$ cat src/rtl/parking_gate_ctrl.sv
// Four-slot car park controller: owns the slot-empty bitmap and sequences the
// entry and exit barriers, committing occupancy only once a car has passed.
//
// Ports:
//   CLK, RST_N   clock (posedge) and asynchronous active-low reset
//   entry_req    car waiting at the entry barrier (level)
//   exit_req     car waiting at the exit barrier (level)
//   exit_slot    slot being vacated, sampled together with exit_req
//   entry_pass   car has cleared the entry barrier
//   exit_pass    car has cleared the exit barrier
//   entry_gate   registered, 1 = entry barrier open
//   exit_gate    registered, 1 = exit barrier open
//   E            slot-empty bitmap, bit i = 1 means slot i free
//   location     lowest-index free slot (decoded from E)
//   capacity     number of free slots (decoded from E)
//   full         no free slot (decoded from E)
//   err          registered one-cycle pulse on timeout or invalid exit
module parking_gate_ctrl #(
   parameter int unsigned TIMEOUT_CYCLES = 1000,
   parameter int unsigned NUM_SLOTS      = 4,
   localparam int unsigned LOC_W = $clog2(NUM_SLOTS),
   localparam int unsigned CAP_W = $clog2(NUM_SLOTS + 1)
) (
   input  logic             CLK,
   input  logic             RST_N,
   input  logic             entry_req,
   input  logic             exit_req,
   input  logic [LOC_W-1:0] exit_slot,
   input  logic             entry_pass,
   input  logic             exit_pass,
   output logic             entry_gate,
   output logic             exit_gate,
   output logic [NUM_SLOTS-1:0] E,
   output logic [LOC_W-1:0] location,
   output logic [CAP_W-1:0] capacity,
   output logic             full,
   output logic             err
);

   localparam int unsigned CNT_W = (TIMEOUT_CYCLES > 1) ? $clog2(TIMEOUT_CYCLES) : 1;
   localparam logic [CNT_W-1:0] CNT_LAST = CNT_W'(TIMEOUT_CYCLES - 1);

   typedef enum logic [1:0] {
      IDLE       = 2'd0,
      ENTRY_OPEN = 2'd1,
      EXIT_OPEN  = 2'd2,
      HOLD       = 2'd3
   } state_t;

   state_t               state_q, state_d;
   logic [NUM_SLOTS-1:0] e_q, e_d;
   logic [LOC_W-1:0]     rsv_q, rsv_d;
   logic [CNT_W-1:0]     cnt_q, cnt_d;
   logic                 entry_gate_d, exit_gate_d, err_d;

   logic [CAP_W-1:0]     free_cnt;
   logic [LOC_W-1:0]     low_free;
   logic                 none_free;

   // Popcount and lowest-free-slot decode of the occupancy register.
   always_comb begin
      free_cnt = '0;
      low_free = '0;
      for (int i = NUM_SLOTS - 1; i >= 0; i--) begin
         free_cnt = free_cnt + CAP_W'(e_q[i]);
         if (e_q[i]) low_free = LOC_W'(i);
      end
   end

   assign none_free = (e_q == '0);
   assign E         = e_q;
   assign capacity  = free_cnt;
   assign location  = low_free;
   assign full      = none_free;

   // Next-state, occupancy commit and gate control.
   always_comb begin
      state_d      = state_q;
      e_d          = e_q;
      rsv_d        = rsv_q;
      cnt_d        = cnt_q;
      entry_gate_d = entry_gate;
      exit_gate_d  = exit_gate;
      err_d        = 1'b0;

      case (state_q)
         IDLE: begin
            // Exit wins over entry: it frees space rather than consuming it.
            if (exit_req) begin
               if (!e_q[exit_slot]) begin
                  rsv_d       = exit_slot;
                  exit_gate_d = 1'b1;
                  cnt_d       = '0;
                  state_d     = EXIT_OPEN;
               end else begin
                  err_d   = 1'b1;
                  state_d = HOLD;
               end
            end else if (entry_req && !none_free) begin
               rsv_d        = low_free;
               entry_gate_d = 1'b1;
               cnt_d        = '0;
               state_d      = ENTRY_OPEN;
            end
         end

         ENTRY_OPEN: begin
            // A pass in the timeout cycle still counts as a pass.
            if (entry_pass) begin
               e_d[rsv_q]   = 1'b0;
               entry_gate_d = 1'b0;
               state_d      = HOLD;
            end else if (cnt_q == CNT_LAST) begin
               entry_gate_d = 1'b0;
               err_d        = 1'b1;
               state_d      = HOLD;
            end else if (cnt_q != '1) begin
               cnt_d = cnt_q + CNT_W'(1);
            end
         end

         EXIT_OPEN: begin
            if (exit_pass) begin
               e_d[rsv_q]  = 1'b1;
               exit_gate_d = 1'b0;
               state_d     = HOLD;
            end else if (cnt_q == CNT_LAST) begin
               exit_gate_d = 1'b0;
               err_d       = 1'b1;
               state_d     = HOLD;
            end else if (cnt_q != '1) begin
               cnt_d = cnt_q + CNT_W'(1);
            end
         end

         HOLD: begin
            // Wait for both requests to drop so a lingering level is served once.
            entry_gate_d = 1'b0;
            exit_gate_d  = 1'b0;
            if (!entry_req && !exit_req) state_d = IDLE;
         end

         default: begin
            entry_gate_d = 1'b0;
            exit_gate_d  = 1'b0;
            state_d      = IDLE;
         end
      endcase
   end

   // State and output registers.
   always_ff @(posedge CLK or negedge RST_N) begin
      if (!RST_N) begin
         state_q    <= IDLE;
         e_q        <= '1;
         rsv_q      <= '0;
         cnt_q      <= '0;
         entry_gate <= 1'b0;
         exit_gate  <= 1'b0;
         err        <= 1'b0;
      end else begin
         state_q    <= state_d;
         e_q        <= e_d;
         rsv_q      <= rsv_d;
         cnt_q      <= cnt_d;
         entry_gate <= entry_gate_d;
         exit_gate  <= exit_gate_d;
         err        <= err_d;
      end
   end

endmodule

$ cat config.mk
export PLATFORM = sky130hd
export DESIGN_NAME = parking_gate_ctrl
export DESIGN_NICKNAME = d
export VERILOG_FILES = /design/src/rtl/parking_gate_ctrl.sv
export SDC_FILE = /design/constraint.sdc
export NUM_CORES = 1
export LEC_CHECK = 0
export ABC_CLOCK_PERIOD_IN_PS = 3200
export CORE_UTILIZATION = 30
export CTS_BUF_LIST = sky130_fd_sc_hd__clkbuf_2
export CTS_CLUSTER_SIZE = 8
export DETAILED_ROUTE_END_ITERATION = 10
export PLACE_DENSITY = 0.58
export SLEW_MARGIN = 20
export SYNTH_ARGS = -nofsm -noshare
export SYNTH_HDL_FRONTEND = slang
export SYNTH_SLANG_ARGS = --single-unit
export TNS_END_PERCENT = 30
$ cat constraint.sdc
create_clock -name CLK -period 3.2 [get_ports CLK]
set_clock_uncertainty 0.05 [all_clocks]
set_input_delay 0.64 -clock CLK [delete_from_list [all_inputs] [get_ports CLK]]
set_output_delay 0.64 -clock CLK [all_outputs]
set_load 0.1 [all_outputs]
==> Word level (Yosys, flattened, before mapping) <==
Cells that the tools add are included.
{ "classes": {"order_cmp": 3, "div_mod_pow": 0, "muxes": 45, "n_mul": 0, "n_shift": 0, "n_reduce_logical": 19, "eq_ne": 19, "bitwise": 3, "n_addsub": 4} }
{ "ops": {"columns": ["operator", "n"], "rows": [
  ["$mux 10", 7],
  ["$pmux 10 s3", 1],
  ["$mux 2", 13],
  ["$ne 2x2->1 const B", 10],
  ["$mux 1", 15],
  ["$ne 3x3->1 const B", 4],
  ["$add 10x1->10 const B", 1],
  ["$eq 10x10->1 const B", 1],
  ["$ne 10x10->1 const B", 1],
  ["$pmux 1 s3", 3],
  ["$reduce_bool 3->1", 3],
  ["$mux 4", 2],
  ["$pmux 2 s4", 1],
  ["$pmux 4 s2", 1],
  ["$reduce_and 4->1", 2],
  ["$lt 2x3->1 const B", 2],
  ["$reduce_and 3->1", 2],
  ["$reduce_and 5->1", 1],
  ["$and 4x4->4", 1],
  ["$eq 2x2->1 const B", 2],
  ["$logic_not 4->1", 1],
  ["$not 4->4", 1],
  ["$or 4x4->4", 1],
  ["$reduce_bool 2->1", 2],
  ["11 further kinds", 15]
]} }
{ "totals": {"ff_bits": 21, "wordCells": 100, "output_inout_bits": 13, "mem_bits_rw": 0, "n_memories": 0, "rom_bits": 0, "input_bits": 8, "latch_bits": 0} }

==> Depth between registers and ports, before layout <==
Gate-level depths: netlist of the first run.
{ "logic_depth": {"word_depth": 8, "depth_mapped": 8} }

==> Worst setup path after synthesis of the first run <==
OpenSTA, ideal clock, no wires.
{ "synth_timing": {"kind": "register -> register", "start": "register (tool-made name)", "end": "register cnt_q[8]", "setup_slack_ps": -1430, "arrival_time_ps": 4477, "required_ps": 3046, "path_stages_with_launch": 9, "setup_time_ps": 104, "path_buffers": 1, "cell_sequence": "dfstp_2 -> inv_1 -> ha_1 -> nor3b_1 -> o21ai_0 -> o221ai_2 -> clkbuf_1 -> o21ai_0 -> o41ai_2"} }
{ "synth_rtl": {"columns": ["element", "line_no", "text"], "rows": [
  ["end signal: assignment", "165", "cnt_q <= cnt_d;"],
  ["end: declaration", "53", "logic [CNT_W-1:0] cnt_q, cnt_d;"]
]} }

==> results of run 1 <==
## worst reg2reg max path, delay by kind of cell (launching register included)
kind                     cells  cell delay, ns
flip-flops                   1            0.63
AO/OA/AOI/OAI                3            0.96
AND/OR/NAND/NOR              2            0.54
adder cells (fa/ha/maj)      1            0.21
buffers and inverters        1            0.10
## synth_stat cells (4+ instances only)
| master | n |
|---|---|
| dfrtp_1 | 17 |
| o21ai_0 | 17 |
| inv_1 | 13 |
| ha_1 | 10 |
| nand2_1 | 10 |
| nor2_1 | 7 |
| o31ai_1 | 7 |
| nand3_1 | 6 |
| a21oi_1 | 5 |
| mux2_2 | 5 |
| nand2b_1 | 5 |
| o21a_1 | 5 |
| clkbuf_1 | 4 |
| dfstp_2 | 4 |
## metrics by stage
step / setup slack [ns] / cell area [µm²] / setup TNS, ns / hold slack (ns) / std cells
floorplan: -0.131 / 1400 / -0.131 / 0.294 / 148
global placement: 0.310 / 1680 / 0 / 0.425 / 218
detailed placement: 0.302 / 1680 / 0 / 0.431 / 218
CTS: 0.179 / 1700 / 0 / 0.463 / 222
global route: 0.0629 / 1700 / 0 / 0.484 / 222
finish: 0.207 / 1700 / 0 / 0.460 / 222
## logic make-up (layout without fill, tap and decap cells)
group,Yosys count,count (layout)
compound gates,48,48
xor+xnor,1,1
fa+ha+maj,11,11
buf+inv,18,40
flops,21,21
mux,7,7
simple gates,42,42
## per-layer routing
metal	vias to the layer above	wire, µm
met1	556	1460
met4	0	31
met3	4	97
li1	583	-
met5	-	0
met2	19	1470
## placed cells by master, fill, tap and decap left out, drive strengths merged, types with 2 or more instances in the layout
| cell | netlist | layout |
|---|---|---|
| nor2 | 8 | 8 |
| nor3b | 2 | 2 |
| a21oi | 5 | 5 |
| clkbuf | 4 | 4 |
| dfstp | 4 | 4 |
| clkdlybuf4s50 | 0 | 7 |
| and3 | 2 | 2 |
| o21a | 5 | 5 |
| nand2b | 5 | 5 |
| nand2 | 10 | 10 |
| o41ai | 3 | 3 |
| buf | 1 | 16 |
| or3 | 2 | 2 |
| o21ai | 17 | 17 |
| inv | 13 | 13 |
| ha | 10 | 10 |
| nor3 | 2 | 2 |
| o22ai | 2 | 2 |
| o31ai | 7 | 7 |
| or2 | 2 | 2 |
| mux2 | 5 | 5 |
| dfrtp | 17 | 17 |
| nand3 | 6 | 6 |
## worst max-delay path by stage
stage / slack, ns / to / start / cells after the start
floorplan: -0.13 / capacity[1] / flip-flop / 5
global placement: 0.31 / cnt_q[8] / exit_slot[0] / 6
detailed placement: 0.30 / cnt_q[8] / exit_slot[0] / 6
CTS: 0.18 / capacity[1] / flip-flop / 6
global route: 0.06 / capacity[1] / flip-flop / 6
finish: 0.21 / capacity[1] / flip-flop / 6
## cell type report
cell class	instances	area [µm²]
multi-input combinational	109	805
tap	52	65.1
clock buffer	4	20.0
timing repair buffer	23	228
fill	434	2720
sequential	21	531
inverter	13	48.8
==> metrics.md, run 1 <==
| Metric | Value |
|---|---|
| Number of antenna repair diodes | 0 |
| First-pass GRT wire length | about 5.4 mm |
| Post-synthesis instance total | 148 |
| Initial Util | 31.4% |
| Max cap viols | 0 |
| Drt wl/cell | ~14 µm |
| Met1 track demand over resource | about 18% |
| RSZ-0062 raised after global routing | false |
| Layout overhead on the synthesized area | 22.3% |
| DR DRC count | 0 |
| Weighted congestion at the end of routability-driven global placement | approximately 0.80 |
| Parity-gate share of the synthesized area counting xor and xnor cells | 0.631% |
| Endpoint of the worst-slack reg-to-reg timing path | cnt_q[8] |
| Data arrival time of the critical path | 2.30 ns |
| Share of the yosys chip area belonging to registers | 38.2% |
| Width of the die | roughly 70 µm |
| Biggest area contributors in the synthesized netlist | dfrtp_1, ha_1, dfstp_2, o21ai_0, mux2_2 |
| Average vias per placed instance | 5.23 |
| Largest driver fanout on the critical path | 6 |
| Largest stage delay on the critical path | 0.63 ns |
| Clock tree from TritonCTS | built |
| Total CTS buffers | 3 |
| Area inside the core boundary | about 4400 µm² |
| Pin slew with the least headroom to its limit | 0.798 ns |
| Root Driver | clkbuf_2 |
| Critical path data required time | approximately 2.5 ns |
| Largest family of logic cells by synthesized area | compound AO/OA/AOI/OAI gates |
| Clock period minus final worst setup slack | around 3 ns |
| Routing layer with the top usage in global route | met2 |
| Worst hold path type | reg2reg |
| Number of antenna violations at the first check in global routing | 0 |
| Die area | 4900 µm² |
| Kind of capture point of the worst setup path | primary output |
| Worst Path Buf+Inv | 3 |
| Final wirelength | 3.05 mm |
| Setup slack on the worst flop-to-flop path | 0.66 ns |
| Cells on Worst Hold Path | 1 |
| Largest area contributor in the netlist | dfrtp_1 |
| Hold Fails Final Rpt | 0 |
| Ys Warns | 0 |
| Clock transition at the registers of the reported paths | roughly 0.2 ns |
| Cell type of the slowest stage on the worst timing path | dfstp_2 |
| Critical path start-end classification | reg2out |
| Primary FF master, synth | dfrtp_1 |
| Die extent in y | 70.0 µm |
| Number of rows in the core area | 24 |
| Fraction of registers with async set/reset | 100% |
| Number of nets in the layout | 190 |
| Post-route ant nets | 0 |
| Total gr overflow | 0 |
| Setup Viol. Count Final | 0 |
| Library cells used by synthesis | 41 |
| Mapped Avg Cell Area | 9.38 µm² |
| Worst hold start | cnt_q[9] |
| Final core utilization | 38.4% |
| Vias in the first global route | 1150 |
| Max Transition Viols Final | 0 |
| Final period utilization | 93.5% |
| Simple-gate portion of the synthesized area | about 16% |
| CTS sink count | 21 |
| Compound-gate portion of the synthesized area | 23.6% |
| Clock insertion delay at the later pin of the skew report | 0.32 ns |
| Crit path launch type | flip-flop |
| Area of the mapped netlist | 1390 µm² |
| Number of top-level pins | 21 |
| Nets in the synthesized netlist | 167 |
| Fraction of final layout cells with drive strength greater than 1 | 21.2% |
| R2r worst-path depth | 7 |
| M3 GR Usage | ~2.7% |
| Mux share of post-synthesis cell area | under 10% |
| Worst max-slew margin expressed relative to the limit | 46.3% |
| Top cell type's share of synthesized area | 30.7% |
| Adder and majority cell fraction of the synthesized area | a little over a tenth |
| Clock Path Buffers | 2 |
| Post-cts resize count | 0 |
| Routed vias | 1162 |
| H-tree depth | 1 |
| CTS Hold Buffers Added | 0 |
| DP HPWL | approximately 2.3 mm |
| Global-route usage over all layers | 13.7% |
| Number of DRC markers in iteration 0 | 58 |
| Achievable clock frequency | 334 MHz |
| Endpoint of the worst hold-timing path | cnt_q[9] |
| Seq cells post-synth | 21 |
| Outcome | complete, no violations |
| Number of buffers added on ports | 20 |
| Met2 routing resource usage after global routing | 23.1% |
| Critical path, cell by cell | inv_1, fa_1, inv_1, ha_1, ha_1, buf_12 |
| EDFF count, synth | 0 |
| Pre-Repair DR Iteration Count | 4 |
| Number of buffers inserted to repair setup after CTS | 0 |
| Largest net degree at the start of global routing | 22 |
| CP top delay family | adder cells |
Power of run 1 is not shown: default switching activity piles up to over one toggle a cycle in this logic, so the estimate is an artifact.
==> inputs of run 2 (changes only) <==
Settings changed: SLEW_MARGIN 20 to unset.
==> results of run 2 <==
Final layout, timing and power as in run 1 (identical DEF).
Power of run 2 is left out for the same reason.
